[src/rtl/pmcontroller.sv]
// Instruction-sequencing control unit: accepts 12-bit instructions over valid/ready,
// decodes them and drives datapath controls for one- or two-cycle execution.
module pmcontroller #(
  parameter int unsigned CNT_W = 8
) (
  input  logic             clk,
  input  logic             clr,
  input  logic [11:0]      instr,
  input  logic             instr_valid,
  output logic             instr_ready,
  output logic [2:0]       w,
  output logic [3:0]       ce,
  output logic [1:0]       sel,
  output logic [2:0]       s,
  output logic             cin,
  output logic             busy,
  output logic             halted,
  output logic             err,
  output logic [CNT_W-1:0] instr_cnt
);

  typedef enum logic [1:0] {StFetch, StExec, StWb, StHalt} state_e;

  state_e           state_q, state_d;
  logic [11:0]      ir_q;
  logic             err_q;
  logic [CNT_W-1:0] cnt_q;

  logic [3:0] op;
  logic [1:0] rd, rs;
  logic [2:0] rd_oh;
  logic       illegal;
  logic       retire;

  assign op = ir_q[11:8];
  assign rd = ir_q[3:2];
  assign rs = ir_q[1:0];

  // rd=3 names no register; the all-zero decode keeps every enable low.
  assign rd_oh   = (rd == 2'd3) ? 3'b000 : (3'b001 << rd);
  assign illegal = (op > 4'd5) ||
                   ((rd == 2'd3) && ((op == 4'd1) || (op == 4'd2) || (op == 4'd4)));

  always_comb begin
    state_d     = state_q;
    instr_ready = 1'b0;
    w           = 3'b000;
    ce          = 4'b0000;
    sel         = 2'd3;
    s           = 3'd0;
    cin         = 1'b0;
    retire      = 1'b0;
    unique case (state_q)
      StFetch: begin
        instr_ready = 1'b1;
        if (instr_valid) state_d = StExec;
      end
      StExec: begin
        state_d = StFetch;
        retire  = 1'b1;
        if (!illegal) begin
          case (op)
            4'd1: ce = {1'b0, rd_oh};
            4'd2: begin
              ce = {1'b0, rd_oh};
              w  = rd_oh;
            end
            4'd3, 4'd4: begin
              sel = rs;
              s   = ir_q[7:5];
              cin = ir_q[4];
              ce  = 4'b1000;
              // ALUST retires only after its write-back cycle.
              if (op == 4'd4) begin
                state_d = StWb;
                retire  = 1'b0;
              end
            end
            4'd5:    state_d = StHalt;
            default: ;
          endcase
        end
      end
      StWb: begin
        w       = rd_oh;
        ce      = {1'b0, rd_oh};
        retire  = 1'b1;
        state_d = StFetch;
      end
      StHalt: ;
    endcase
  end

  always_ff @(posedge clk) begin
    if (clr) begin
      state_q <= StFetch;
      ir_q    <= 12'd0;
      err_q   <= 1'b0;
      cnt_q   <= '0;
    end else begin
      state_q <= state_d;
      if ((state_q == StFetch) && instr_valid) ir_q <= instr;
      if ((state_q == StExec) && illegal) err_q <= 1'b1;
      if (retire) cnt_q <= cnt_q + CNT_W'(1);
    end
  end

  assign busy      = (state_q == StExec) || (state_q == StWb);
  assign halted    = (state_q == StHalt);
  assign err       = err_q;
  assign instr_cnt = cnt_q;

endmodule

[config.mk]
export PLATFORM = sky130hd
export DESIGN_NAME = pmcontroller
export DESIGN_NICKNAME = d
export VERILOG_FILES = /design/src/rtl/pmcontroller.sv
export SDC_FILE = /design/constraint.sdc
export NUM_CORES = 1
export LEC_CHECK = 0
export CELL_PAD_IN_SITES_DETAIL_PLACEMENT = 1
export CELL_PAD_IN_SITES_GLOBAL_PLACEMENT = 2
export CORE_MARGIN = 2
export CORE_UTILIZATION = 27
export CTS_CLUSTER_SIZE = 25
export DETAILED_ROUTE_END_ITERATION = 10
export PLACE_DENSITY_LB_ADDON = 0.1
export SYNTH_ARGS = -nofsm -noshare
export SYNTH_HDL_FRONTEND = slang
export SYNTH_SLANG_ARGS = --single-unit
[constraint.sdc]
create_clock -name clk -period 5.1 [get_ports clk]
set_input_delay 1.02 -clock clk [delete_from_list [all_inputs] [get_ports clk]]
set_output_delay 1.02 -clock clk [all_outputs]
set_load 0.05 [all_outputs]
# Word level (Yosys, flattened, before mapping)
# Cells that the tools add are included.
op_classes:
  n_addsub: 1
  order_cmp: 1
  eq_ne: 10
  shifts: 1
  muxes: 26
  n_reduce_logical: 12
ops:
  columns: ["op", "count"]
  rows:
  - ["3-bit 2-to-1 mux", 6]
  - ["4-bit one-hot mux with 2 select lines", 2]
  - ["2-bit 2-to-1 mux", 6]
  - ["8-bit by 1-bit adder with 8-bit output, second input constant", 1]
  - ["4-bit by 2-bit equality test with 1-bit output, second input constant", 2]
  - ["4-bit by 3-bit equality test with 1-bit output, second input constant", 2]
  - ["1-bit 2-to-1 mux", 7]
  - ["2-bit equality test, second input constant", 3]
  - ["2-bit one-hot mux with 3 select lines", 1]
  - ["3-bit one-hot mux with 2 select lines", 1]
  - ["4-bit by 1-bit equality test with 1-bit output, second input constant", 1]
  - ["4-bit by 3-bit > comparator with 1-bit output, second input constant", 1]
  - ["1-bit logical OR", 4]
  - ["4-bit 2-to-1 mux", 1]
  - ["2-bit one-hot mux with 2 select lines", 1]
  - ["2-bit OR reduction", 2]
  - ["1-bit logical AND", 3]
  - ["3-bit nonzero test", 1]
  - ["1-bit by 2-bit << shifter with 3-bit output, first input constant", 1]
  - ["2-bit by 1-bit equality test with 1-bit output, second input constant", 1]
  - ["2-bit zero test", 1]
  - ["2-bit inequality test, second input constant", 1]
  - ["1-bit one-hot mux with 2 select lines", 1]
  - ["2-bit AND reduction", 1]
word_totals:
  regBits: 23
  output_inout_bits: 25
  elab_cells: 55

# Longest topological paths before layout
logic_depth:
  depth_word: 7
  depth_mapped: 6
  depth_no_buf: 6

# Least setup slack after synthesis
# OpenSTA, ideal clock, no wires.
synth_timing:
  path_type: "register -> output"
  start: "register state_q[0]"
  end: "output port w[0]"
  t_arrival_ps: 2242
  t_required_ps: 4080
  setup_slack_ps: 1838
  stages_incl_launch_ff: 5
  path_cell_list: "dfxtp_1 -> inv_1 -> ha_1 -> or3b_2 -> nor2_1"
synth_between:
  elab_chain_len: 2
  elab_cells_between_ends: 3
synth_rtl:
  columns: ["element", "line_no", "text"]
  rows:
  - ["start, declared", "24", "state_e state_q, state_d;"]
  - ["start signal, assigned", "96", "state_q <= StFetch;"]
  - ["start signal, assigned", "101", "state_q <= state_d;"]
  - ["2-bit equality test or 2-bit by 1-bit equality test with 1-bit output (tied branches)", "53", "unique case (state_q)"]
  - ["3-bit one-hot mux with 2 select lines *", "53", null]
  - ["end, declared", "11", "output logic [2:0] w,"]
# Mark *: on every way between the ends. The rest lies on a longest branch, timed or not.

# Worst setup path in the final report
# Ends and elaborated chain as after synthesis.

==> results_dict.tcl <==
set metrics [dict create \
    drc_errors 0 \
    antenna_found_initial 0 \
    critPathBufInv 2 \
    post_cts_resize_count 0 \
    first_global_vias 1210 \
    leakage_nw 0.5927 \
    crit_family "buffers and inverters" \
    ios 40 \
    synth_cell_types 36 \
    drive_gt1_frac 0.07292 \
    first_pass_iters 4 \
    synthArstFlopShare 0 \
    avgSynthCellArea_um2 7.876 \
    yosysMostFrequentCell "nand2_1" \
    fin_skew_ns 0.003460 \
    fmax_ghz 0.2758 \
    regArea_um2 460.4 \
    synth_edf_count 0 \
    whs_path_depth 2 \
    routabilityCongestion 0.8208 \
    worstReg2RegStart "state_q[0]" \
    insertion_delay_ns 0.26 \
    nFillCells 528 \
    fin_tns_setup_ns 0 \
    yosysSeqAreaShare 0.3747 \
    r2r.worst_path.cells 6 \
    arrival_ns 2.61 \
    die_area_um2 5107 \
    cts.sinks 23 \
    peakVddDrop_v 0.00009918 \
    synth_top_area_share 0.3747 \
    drtAntennaViolNets 0 \
    hpwl_um 2441 \
    synth_top_flop_cell "dfxtp_1" \
    setup_violations 0 \
    synth_area_um2 1229 \
    ctsHoldBuffers 0 \
    grt_max_degree 27 \
    vias 1188 \
    cp.required_ns 4.08 \
    hold_viol 0 \
    synthesis.nets 177 \
    cap_violations 0 \
    port_buffers 39 \
    path_cells "inv_1, ha_1, or3b_2, nor2_1, clkdlybuf4s50_1" \
    fin_crit_ns 3.625 \
    overflow 0 \
    grt_use_total 0.1326 \
    startpoint_type "flop" \
    die_w_um 71.46 \
    vias_per_cell 4.869 \
    r2r_slack_ns 3.02 \
    ys_ff_latch 23 \
    min_from "ir_q[7]" \
    cts_max_path_buffers 2 \
    syn_inst 156 \
    r2r_end "instr_cnt[7]" \
    htreeDepth 1 \
    die_h_um 71.46 \
    slew_viol_final 0 \
    status "completed" \
    routed_wl_um 3303 \
    wl_per_cell_um 13.54 \
    rsz0062_at_grt "no" \
    post-cts-setup-buffers 0 \
    hold_end "ir_q[7]" \
    cts_root_buffer "clkbuf_8" \
    hold_path.class "reg -> reg" \
    start_util 0.2803 \
    synth_warnings 0 \
    cpMaxStageDelayCell "clkdlybuf4s50_1" \
    multi_input_area_um2 723.2 \
    finalNetCount 214 \
    cts.clk_slew.worst_paths_ns 0.08 \
    power_uw 395.8 \
    grt_pass1_wl_um 5506 \
    drt_iter0_markers 51 \
    crit_path_end_kind "primary output" \
    power_density_nw_per_um2 233.5 \
    path_max_fanout 7 \
    coreArea_um2 4384 \
    antenna_cells 0 \
    cts_tree "done" \
    dp_worst_setup_slack_ns 1.762 \
    netlist_top_cells_count "nand2_1 (30), dfxtp_1 (23), a21oi_1 (22)" \
    critical_path_class "reg -> out" \
    finalCritPeriodShare 0.7109 \
    worst_slack_ns 1.475 \
    cts_buffers 3 \
    yosysTopAreaCell "dfxtp_1" \
    slowest_delay_ns 0.81 \
    ys_top_cells_by_area "dfxtp_1 (37%), nand2_1 (9.2%), a21oi_1 (9.0%)" \
    syn_to_final_growth_pct 37.98 \
    worstMarginPinSlew_ns 0.9557 \
    slew_headroom 0.3609 \
    fp-row-count 24 \
]
[metrics by stage]
| step | hold slack (ns) | util | instance area (um^2) | std cells |
|---|---|---|---|---|
| detailed placement | 0.4457 | 0.3764 | 1650 | 240 |
| global placement | 0.4401 | 0.3764 | 1650 | 240 |
| global route | 0.4885 | 0.3867 | 1695 | 244 |
| floorplan | 0.4312 | - | 1229 | 156 |
| CTS | 0.4581 | 0.3867 | 1695 | 244 |
| finish | 0.4546 | 0.3867 | 1695 | 244 |
[report_power, final]
group,internal (mW),switching [mW]
combinational,0.0346,0.0482
clock,0.0557,0.0581
sequential,0.188,0.0111
total,0.278,0.117
[sequential cells by signal, summed over array words and instances, names as in the netlist]
signal / flops
err: 1
instr_cnt: 8
ir_q: 12
state_q: 2
[worst register-to-register path, cell delays in order (launching register included)]
cell and delay [ns]:
dfxtp_1 0.41, inv_1 0.09, ha_1 0.43, o21ai_1 0.14
a31o_4 0.26, or4_1 0.51, a21oi_1 0.15
[how the worst max path moves through the flow]
stage	from	endpoint	slack, ns	cells after the start
5_1_grt	state_q[0]	w[0]	1.33	5
2_1_floorplan	state_q[0]	w[0]	1.84	4
6_report	state_q[0]	w[0]	1.47	5
3_5_place_dp	state_q[0]	w[0]	1.76	5
4_1_cts	state_q[0]	w[0]	1.45	5
3_3_place_gp	state_q[0]	w[0]	1.81	5
[cell type report]
cell class,instances,area share
sequential,23,0.2716
timing repair buffer,39,0.2303
tap,52,0.03838
clock buffer,4,0.02657
multi-input combinational,123,0.4266
inverter,3,0.006642
[routing by layer]
layer  track usage  share of wire  vias up
met5             0              0        -
met4       0.02516         0.0061        0
met3       0.03376          0.042        2
met2        0.2212           0.47       24
met1        0.1746           0.49      558
li1              -              -      604
[cells in the final DEF (no fill, tap or decap), types with 3 or more instances in the layout]
master | Yosys | layout
inv_1 | 3 | 3
ha_1 | 6 | 6
nand2b_1 | 4 | 4
a21oi_1 | 22 | 22
nand3_1 | 5 | 5
or3_2 | 3 | 3
o21ai_0 | 5 | 5
and2_1 | 7 | 7
nand3b_1 | 4 | 4
nand2_1 | 30 | 30
nor2_1 | 12 | 12
clkdlybuf4s50_1 | 0 | 39
dfxtp_1 | 23 | 23
clkbuf_8 | 0 | 3
[kinds of logic (layout without fill, tap and decap cells)]
group,count (synthesis),count (layout),share of synthesized area
and+or+nand+nor,78,78,0.3269
AOI/OAI and AO/OA,35,35,0.1691
DFF,23,23,0.3747
buffers and inverters,10,46,0.03666
adders and majority gates,6,6,0.06110
xor gates and xnor gates,2,2,0.01426
muxes,2,2,0.01731
Power figures use the tool's default switching activity.
